**config.mk**
```make
export PLATFORM = sky130hd
export DESIGN_NAME = hazard_bypass_unit
export DESIGN_NICKNAME = d
export VERILOG_FILES = /design/src/rtl/constants_pkg.sv /design/src/rtl/structure_pkg.sv /design/src/rtl/fwd_src_select.sv /design/src/rtl/hazard_bypass_unit.sv
export SDC_FILE = /design/constraint.sdc
export NUM_CORES = 1
export LEC_CHECK = 0
export ABC_CLOCK_PERIOD_IN_PS = 3750
export CORE_ASPECT_RATIO = 1.1
export CORE_MARGIN = 3
export CORE_UTILIZATION = 50
export DETAILED_ROUTE_END_ITERATION = 10
export GPL_ROUTABILITY_DRIVEN = 0
export PLACE_DENSITY = 0.86
export SYNTH_ARGS = -nofsm -noshare
export SYNTH_HDL_FRONTEND = slang
export SYNTH_SLANG_ARGS = --single-unit
```
**constraint.sdc**
```tcl
create_clock -name clk -period 3.75 [get_ports clk]
set_input_delay 0.75 -clock clk [delete_from_list [all_inputs] [get_ports clk]]
set_output_delay 0.75 -clock clk [all_outputs]
set_load 0.05 [all_outputs]
```
**src/rtl/constants_pkg.sv**
```systemverilog
// Architectural constants shared across the core.
package constants_pkg;

    localparam int REG_FILE_LEN = 32;
    localparam int REG_IDX_W    = $clog2(REG_FILE_LEN);

endpackage

```
**src/rtl/structure_pkg.sv**
```systemverilog
// Shared decode/bypass types and the in-flight slot record used by the hazard logic.
package structure_pkg;

    import constants_pkg::*;

    typedef logic [REG_IDX_W-1:0] reg_idx_t;

    // Decoded instruction as presented by decode. reg_data_ready is 0 for
    // results that only exist after MEM (loads, multi-cycle ops).
    typedef struct packed {
        logic     valid;
        logic     reg_write_enable;
        logic     reg_data_ready;
        reg_idx_t dst_reg;
        reg_idx_t src_reg_1;
        reg_idx_t src_reg_2;
        logic     is_r;
        logic     is_s;
        logic     is_b;
        logic     is_u;
        logic     is_j;
    } inst_decoded_t;

    typedef struct packed {
        logic dep_src1;
        logic dep_src2;
    } bypass_t;

    typedef struct packed {
        logic     valid;
        reg_idx_t dst_reg;
        logic     data_ready;
    } inflight_t;

    typedef enum logic [1:0] {
        FWD_RF  = 2'd0,
        FWD_EXE = 2'd1,
        FWD_MEM = 2'd2,
        FWD_WB  = 2'd3
    } fwd_sel_e;

    localparam inflight_t INFLIGHT_BUBBLE = '0;

    // Writes to x0 are architecturally discarded, so they never occupy a slot.
    function automatic inflight_t to_inflight(input logic     valid,
                                              input logic     we,
                                              input reg_idx_t dst,
                                              input logic     ready);
        inflight_t r;
        r.valid      = valid && we && (dst != '0);
        r.dst_reg    = dst;
        r.data_ready = ready;
        return r;
    endfunction

    // Any result is available by the time its producer reaches WB.
    function automatic inflight_t age_to_wb(input inflight_t s);
        inflight_t r;
        r            = s;
        r.data_ready = 1'b1;
        return r;
    endfunction

    function automatic logic src1_used(input logic is_u, input logic is_j);
        return !(is_u || is_j);
    endfunction

    function automatic logic src2_used(input logic is_r, input logic is_s, input logic is_b);
        return is_r || is_s || is_b;
    endfunction

endpackage

```
**src/rtl/fwd_src_select.sv**
```systemverilog
// Picks the forwarding source for one operand: youngest in-flight producer wins.
module fwd_src_select
    import structure_pkg::*;
(
    input  reg_idx_t  src_reg_i,
    input  logic      used_i,
    input  inflight_t slot_exe_i,
    input  inflight_t slot_mem_i,
    input  inflight_t slot_wb_i,
    output fwd_sel_e  sel_o,
    output logic      needs_stall_o
);

    // Priority search EXE > MEM > WB; stall when the winning producer has no data yet.
    always_comb begin
        sel_o         = FWD_RF;
        needs_stall_o = 1'b0;
        if (used_i && (src_reg_i != '0)) begin
            if (slot_exe_i.valid && (slot_exe_i.dst_reg == src_reg_i)) begin
                sel_o         = FWD_EXE;
                needs_stall_o = !slot_exe_i.data_ready;
            end else if (slot_mem_i.valid && (slot_mem_i.dst_reg == src_reg_i)) begin
                sel_o         = FWD_MEM;
                needs_stall_o = !slot_mem_i.data_ready;
            end else if (slot_wb_i.valid && (slot_wb_i.dst_reg == src_reg_i)) begin
                sel_o         = FWD_WB;
                needs_stall_o = !slot_wb_i.data_ready;
            end
        end
    end

endmodule

```
**src/rtl/hazard_bypass_unit.sv**
```systemverilog
// Decode-side hazard unit: tracks EXE/MEM/WB destinations, drives operand
// forward selects, and raises a load-use stall with a saturating stall counter.
module hazard_bypass_unit
    import structure_pkg::*;
#(
    parameter int STALL_CNT_W = 32
) (
    input  logic                   clk,
    input  logic                   rst,
    input  inst_decoded_t          dec_inst_i,
    input  logic                   pipe_hold_i,
    input  logic                   flush_i,
    output bypass_t                byp_o,
    output logic [1:0]             src1_sel_o,
    output logic [1:0]             src2_sel_o,
    output logic                   stall_o,
    output logic [STALL_CNT_W-1:0] stall_cnt_o
);

    inflight_t exe_q, exe_d;
    inflight_t mem_q, mem_d;
    inflight_t wb_q,  wb_d;
    logic [STALL_CNT_W-1:0] stall_cnt_q, stall_cnt_d;

    fwd_sel_e  sel1, sel2;
    logic      stall1, stall2;
    inflight_t dec_entry;

    fwd_src_select u_sel_src1 (
        .src_reg_i     (dec_inst_i.src_reg_1),
        .used_i        (src1_used(dec_inst_i.is_u, dec_inst_i.is_j)),
        .slot_exe_i    (exe_q),
        .slot_mem_i    (mem_q),
        .slot_wb_i     (wb_q),
        .sel_o         (sel1),
        .needs_stall_o (stall1)
    );

    fwd_src_select u_sel_src2 (
        .src_reg_i     (dec_inst_i.src_reg_2),
        .used_i        (src2_used(dec_inst_i.is_r, dec_inst_i.is_s, dec_inst_i.is_b)),
        .slot_exe_i    (exe_q),
        .slot_mem_i    (mem_q),
        .slot_wb_i     (wb_q),
        .sel_o         (sel2),
        .needs_stall_o (stall2)
    );

    assign src1_sel_o     = sel1;
    assign src2_sel_o     = sel2;
    assign byp_o.dep_src1 = (sel1 != FWD_RF);
    assign byp_o.dep_src2 = (sel2 != FWD_RF);

    // A squashed decode slot cannot stall anything.
    assign stall_o     = dec_inst_i.valid && !flush_i && (stall1 || stall2);
    assign stall_cnt_o = stall_cnt_q;

    assign dec_entry = to_inflight(dec_inst_i.valid, dec_inst_i.reg_write_enable,
                                   dec_inst_i.dst_reg, dec_inst_i.reg_data_ready);

    // Slot advance: flush only kills the EXE entry; older slots keep honouring the hold.
    always_comb begin
        exe_d = exe_q;
        mem_d = mem_q;
        wb_d  = wb_q;
        if (flush_i) begin
            exe_d = INFLIGHT_BUBBLE;
            if (!pipe_hold_i) begin
                mem_d = exe_q;
                wb_d  = age_to_wb(mem_q);
            end
        end else if (!pipe_hold_i) begin
            wb_d  = age_to_wb(mem_q);
            mem_d = exe_q;
            exe_d = (stall_o || !dec_inst_i.valid) ? INFLIGHT_BUBBLE : dec_entry;
        end
    end

    // Stall-cycle counter: counts only cycles that actually inserted a bubble, sticks at all-ones.
    always_comb begin
        stall_cnt_d = stall_cnt_q;
        if (stall_o && !pipe_hold_i && (stall_cnt_q != {STALL_CNT_W{1'b1}})) begin
            stall_cnt_d = stall_cnt_q + STALL_CNT_W'(1);
        end
    end

    // State registers; reset clears the slots at once so a pending stall drops immediately.
    always_ff @(posedge clk or posedge rst) begin
        if (rst) begin
            exe_q       <= INFLIGHT_BUBBLE;
            mem_q       <= INFLIGHT_BUBBLE;
            wb_q        <= INFLIGHT_BUBBLE;
            stall_cnt_q <= '0;
        end else begin
            exe_q       <= exe_d;
            mem_q       <= mem_d;
            wb_q        <= wb_d;
            stall_cnt_q <= stall_cnt_d;
        end
    end

endmodule

```
==> flow_metrics.py <==
metrics = {
    "pwr": {
        "powerDensity_mw_per_mm2": 299,
        "p_total_uw": 1170,
        "peakVddDrop_mv": 0.217,
        "p_leak_uw": 0.00182,
    },
    "cts": {
        "cts_tree": "yes",
        "h-tree-depth": 2,
        "clkTransAtPathRegs_ns": 0.08,
        "root_buffer": "clkbuf_8",
        "clock_sinks": 53,
        "post-cts-setup-buffer-count": 0,
        "numCtsBuffers": 5,
        "hold_buffers": 0,
        "clockBufferDepth": 2,
        "worst_skew_pair.late_latency_ns": 0.31,
    },
    "worst_setup_path": {
        "crit_path_max_fanout": 4,
        "crit_slowest_cell": "clkdlybuf4s50_1",
        "critPathBufInv": 2,
        "cp.required_ns": 3.00,
        "timing.rr.end": "stall_cnt_o[21]",
        "cp-start-kind": "input port",
        "endpoint": "stall_o",
        "max_stage_delay_ns": 0.50,
        "endpoint_kind": "output port",
        "cp.arrival_ns": 2.87,
        "reg2reg_from": "stall_cnt_o[0]",
        "r2r_slack_ns": 0.76,
        "cpLargestDelayFamily": "buffers and inverters",
        "crit_start": "dec_inst_i[6]",
        "ff2ff_path_depth": 9,
        "criticalPathCategory": "in2out",
        "path_depth": 8,
        "path_cells": "clkdlybuf4s50_1, xor2_1, or4_1, a311o_1, a31oi_1, a21oi_2, nor2_1, buf_6",
    },
    "global_route": {
        "antenna_found_initial": 0,
        "grt_pass1_wl_microns": 12000,
        "grt_max_degree": 54,
        "overflow": 0,
        "grt_usage_pct": 21.8,
        "grt_pass1_vias": 2519,
    },
    "yosys": {
        "seq_area_frac_synth_pct": 44.7,
        "synth_top_area_share_pct": 44.7,
        "synth.distinct_cells": 42,
        "yosys_warnings": 0,
        "synth_enable_flop_cells": 0,
        "synthArstFlopShare_pct": 100,
        "avgSynthCellArea_sq_um": 10.6,
        "yosys_register_bits": 53,
        "syn_inst": 279,
        "syn-num-nets": 307,
        "yosys.area.top_type": "dfrtp_1",
        "synth_area_leaders": "dfrtp_1 45%, xor2_1 16%, mux2_2 4.9%",
        "synth.cell_area_sq_mm": 0.00297,
        "synthFlopType": "dfrtp_1",
    },
    "sta": {
        "final-hold-violation-count": 0,
        "fin_skew_ns": 0.0118,
        "fmax_mhz": 276,
        "layout_worst_path_cycle_share_pct": 96.5,
        "slew_headroom_pct": 28.8,
        "setup_viol": 0,
        "tns_ns": 0,
        "rsz0062_at_grt": "no",
        "finalMaxSlewViolations": 0,
        "period_minus_slack_ns": 3.62,
        "setup_ws_ns": 0.129,
        "tightest_slew_ns": 1.07,
    },
    "floorplanning": {
        "initial_core_util_pct": 53.3,
        "die_area_sq_mm": 0.00689,
        "die_w_microns": 79.4,
        "die_h_microns": 86.8,
        "rows": 28,
        "core_sq_mm": 0.00557,
        "ios": 66,
    },
    "drt": {
        "routed_wl_microns": 7090,
        "postRouteAntennaNets": 0,
        "drc": 0,
        "viasPerCell": 5.71,
        "wire_per_inst_microns": 16.7,
        "drt_pass1_iterations": 4,
        "drtIter0Drc": 93,
        "vias": 2423,
    },
    "cells_and_area": {
        "mostFrequentLayoutCells": "58 x clkdlybuf4s50_1, 54 x xor2_1, 53 x dfrtp_1",
        "final_cell_count_no_fill": 424,
        "nets": 376,
        "layout-drive-gt1-share_pct": 14.3,
        "syn2layout_area_growth_pct": 31.9,
        "n_antenna_cell": 0,
        "layout_commonest_cell": "clkdlybuf4s50_1",
    },
    "worst_hold_path": {
        "hp-class": "reg2reg",
    },
    "placement": {
        "pre_cts_ws_ns": 0.159,
        "dp.final_hpwl_microns": 5210,
        "io_buffers": 65,
        "placedCellCount": 416,
    },
    "run": {
        "drv_cap": 0,
    },
    "status": {
        "status": "finished clean",
    },
}
[routing by layer]
layer | part of all wire [%] | GRT usage (%)
met3 | 4.4 | 3.12
met2 | 48 | 36.2
met4 | 1.0 | 6.25
met5 | 0 | 0
met1 | 46 | 29.7
[worst min-delay path by stage]
stage	startpoint	cells after the start	to
after global routing	stall_cnt_o[13]	1	stall_cnt_o[13]
after detailed placement	stall_cnt_o[22]	1	stall_cnt_o[22]
after CTS	stall_cnt_o[22]	1	stall_cnt_o[22]
after floorplan	wb_q[0]	1	wb_q[0]
final	stall_cnt_o[22]	1	stall_cnt_o[22]
after global placement	stall_cnt_o[22]	1	stall_cnt_o[22]
[state kept, by name (all words and copies together) (netlist names)]
register,count
wb_q,7
exe_q,7
stall_cnt_o,32
mem_q,7
[repair_timing]
action	4_1_cts	5_1_grt
resized for setup	0	2
endpoints found under the hold margin	0	0
setup endpoints to repair	0	1
[power breakdown]
group	internal [uW]	leakage (uW)	switching, uW
logic	61.6	0.00103	59.4
registers	583	0.000724	16.7
clock network	265	0.0000681	185
[kinds of logic (layout without fill, tap and decap cells)]
family	after synthesis	in the layout	synth area share (%)
simple gates	114	114	23.7
xor+xnor	61	61	18.0
flops	53	53	44.7
compound gates	21	21	5.53
buf+inv	15	85	2.28
mux	14	14	5.31
fa+ha+maj	1	1	0.422
[synth_stat cells (2+ instances only)]
library cell  number
xor2_1            54
dfrtp_1           53
nor3_1            21
nand2_1           15
nand3_1           14
mux2_2            13
nor2_1            10
and3_1             9
nor4_2             9
nand4_1            7
xnor2_1            7
a22o_1             6
and4_1             6
and2_1             4
buf_1              4
clkbuf_1           4
nor4_1             4
a21oi_1            3
a31oi_1            3
buf_2              3
inv_1              3
or4_1              3
nand2b_1           2
nand3b_1           2
nand4b_1           2
nor3b_1            2
[layout make-up]
class	count	area (sq um)
Multi-Input combinational cell	211	1580
Fill cell	394	1660
Clock inverter	3	65.1
Inverter	3	11.3
Tap cell	75	93.8
Timing Repair Buffer	74	767
Sequential cell	53	1330
Clock buffer	5	68.8
[metrics by stage]
step / area [sq um] / hold slack, ns / util [%]
floorplan: 2970 / 0.450 / -
global placement: 3770 / 0.475 / 67.6
detailed placement: 3770 / 0.487 / 67.6
CTS: 3900 / 0.497 / 70.0
global route: 3910 / 0.521 / 70.2
finish: 3910 / 0.495 / 70.2
Power figures use the tool's default switching activity.
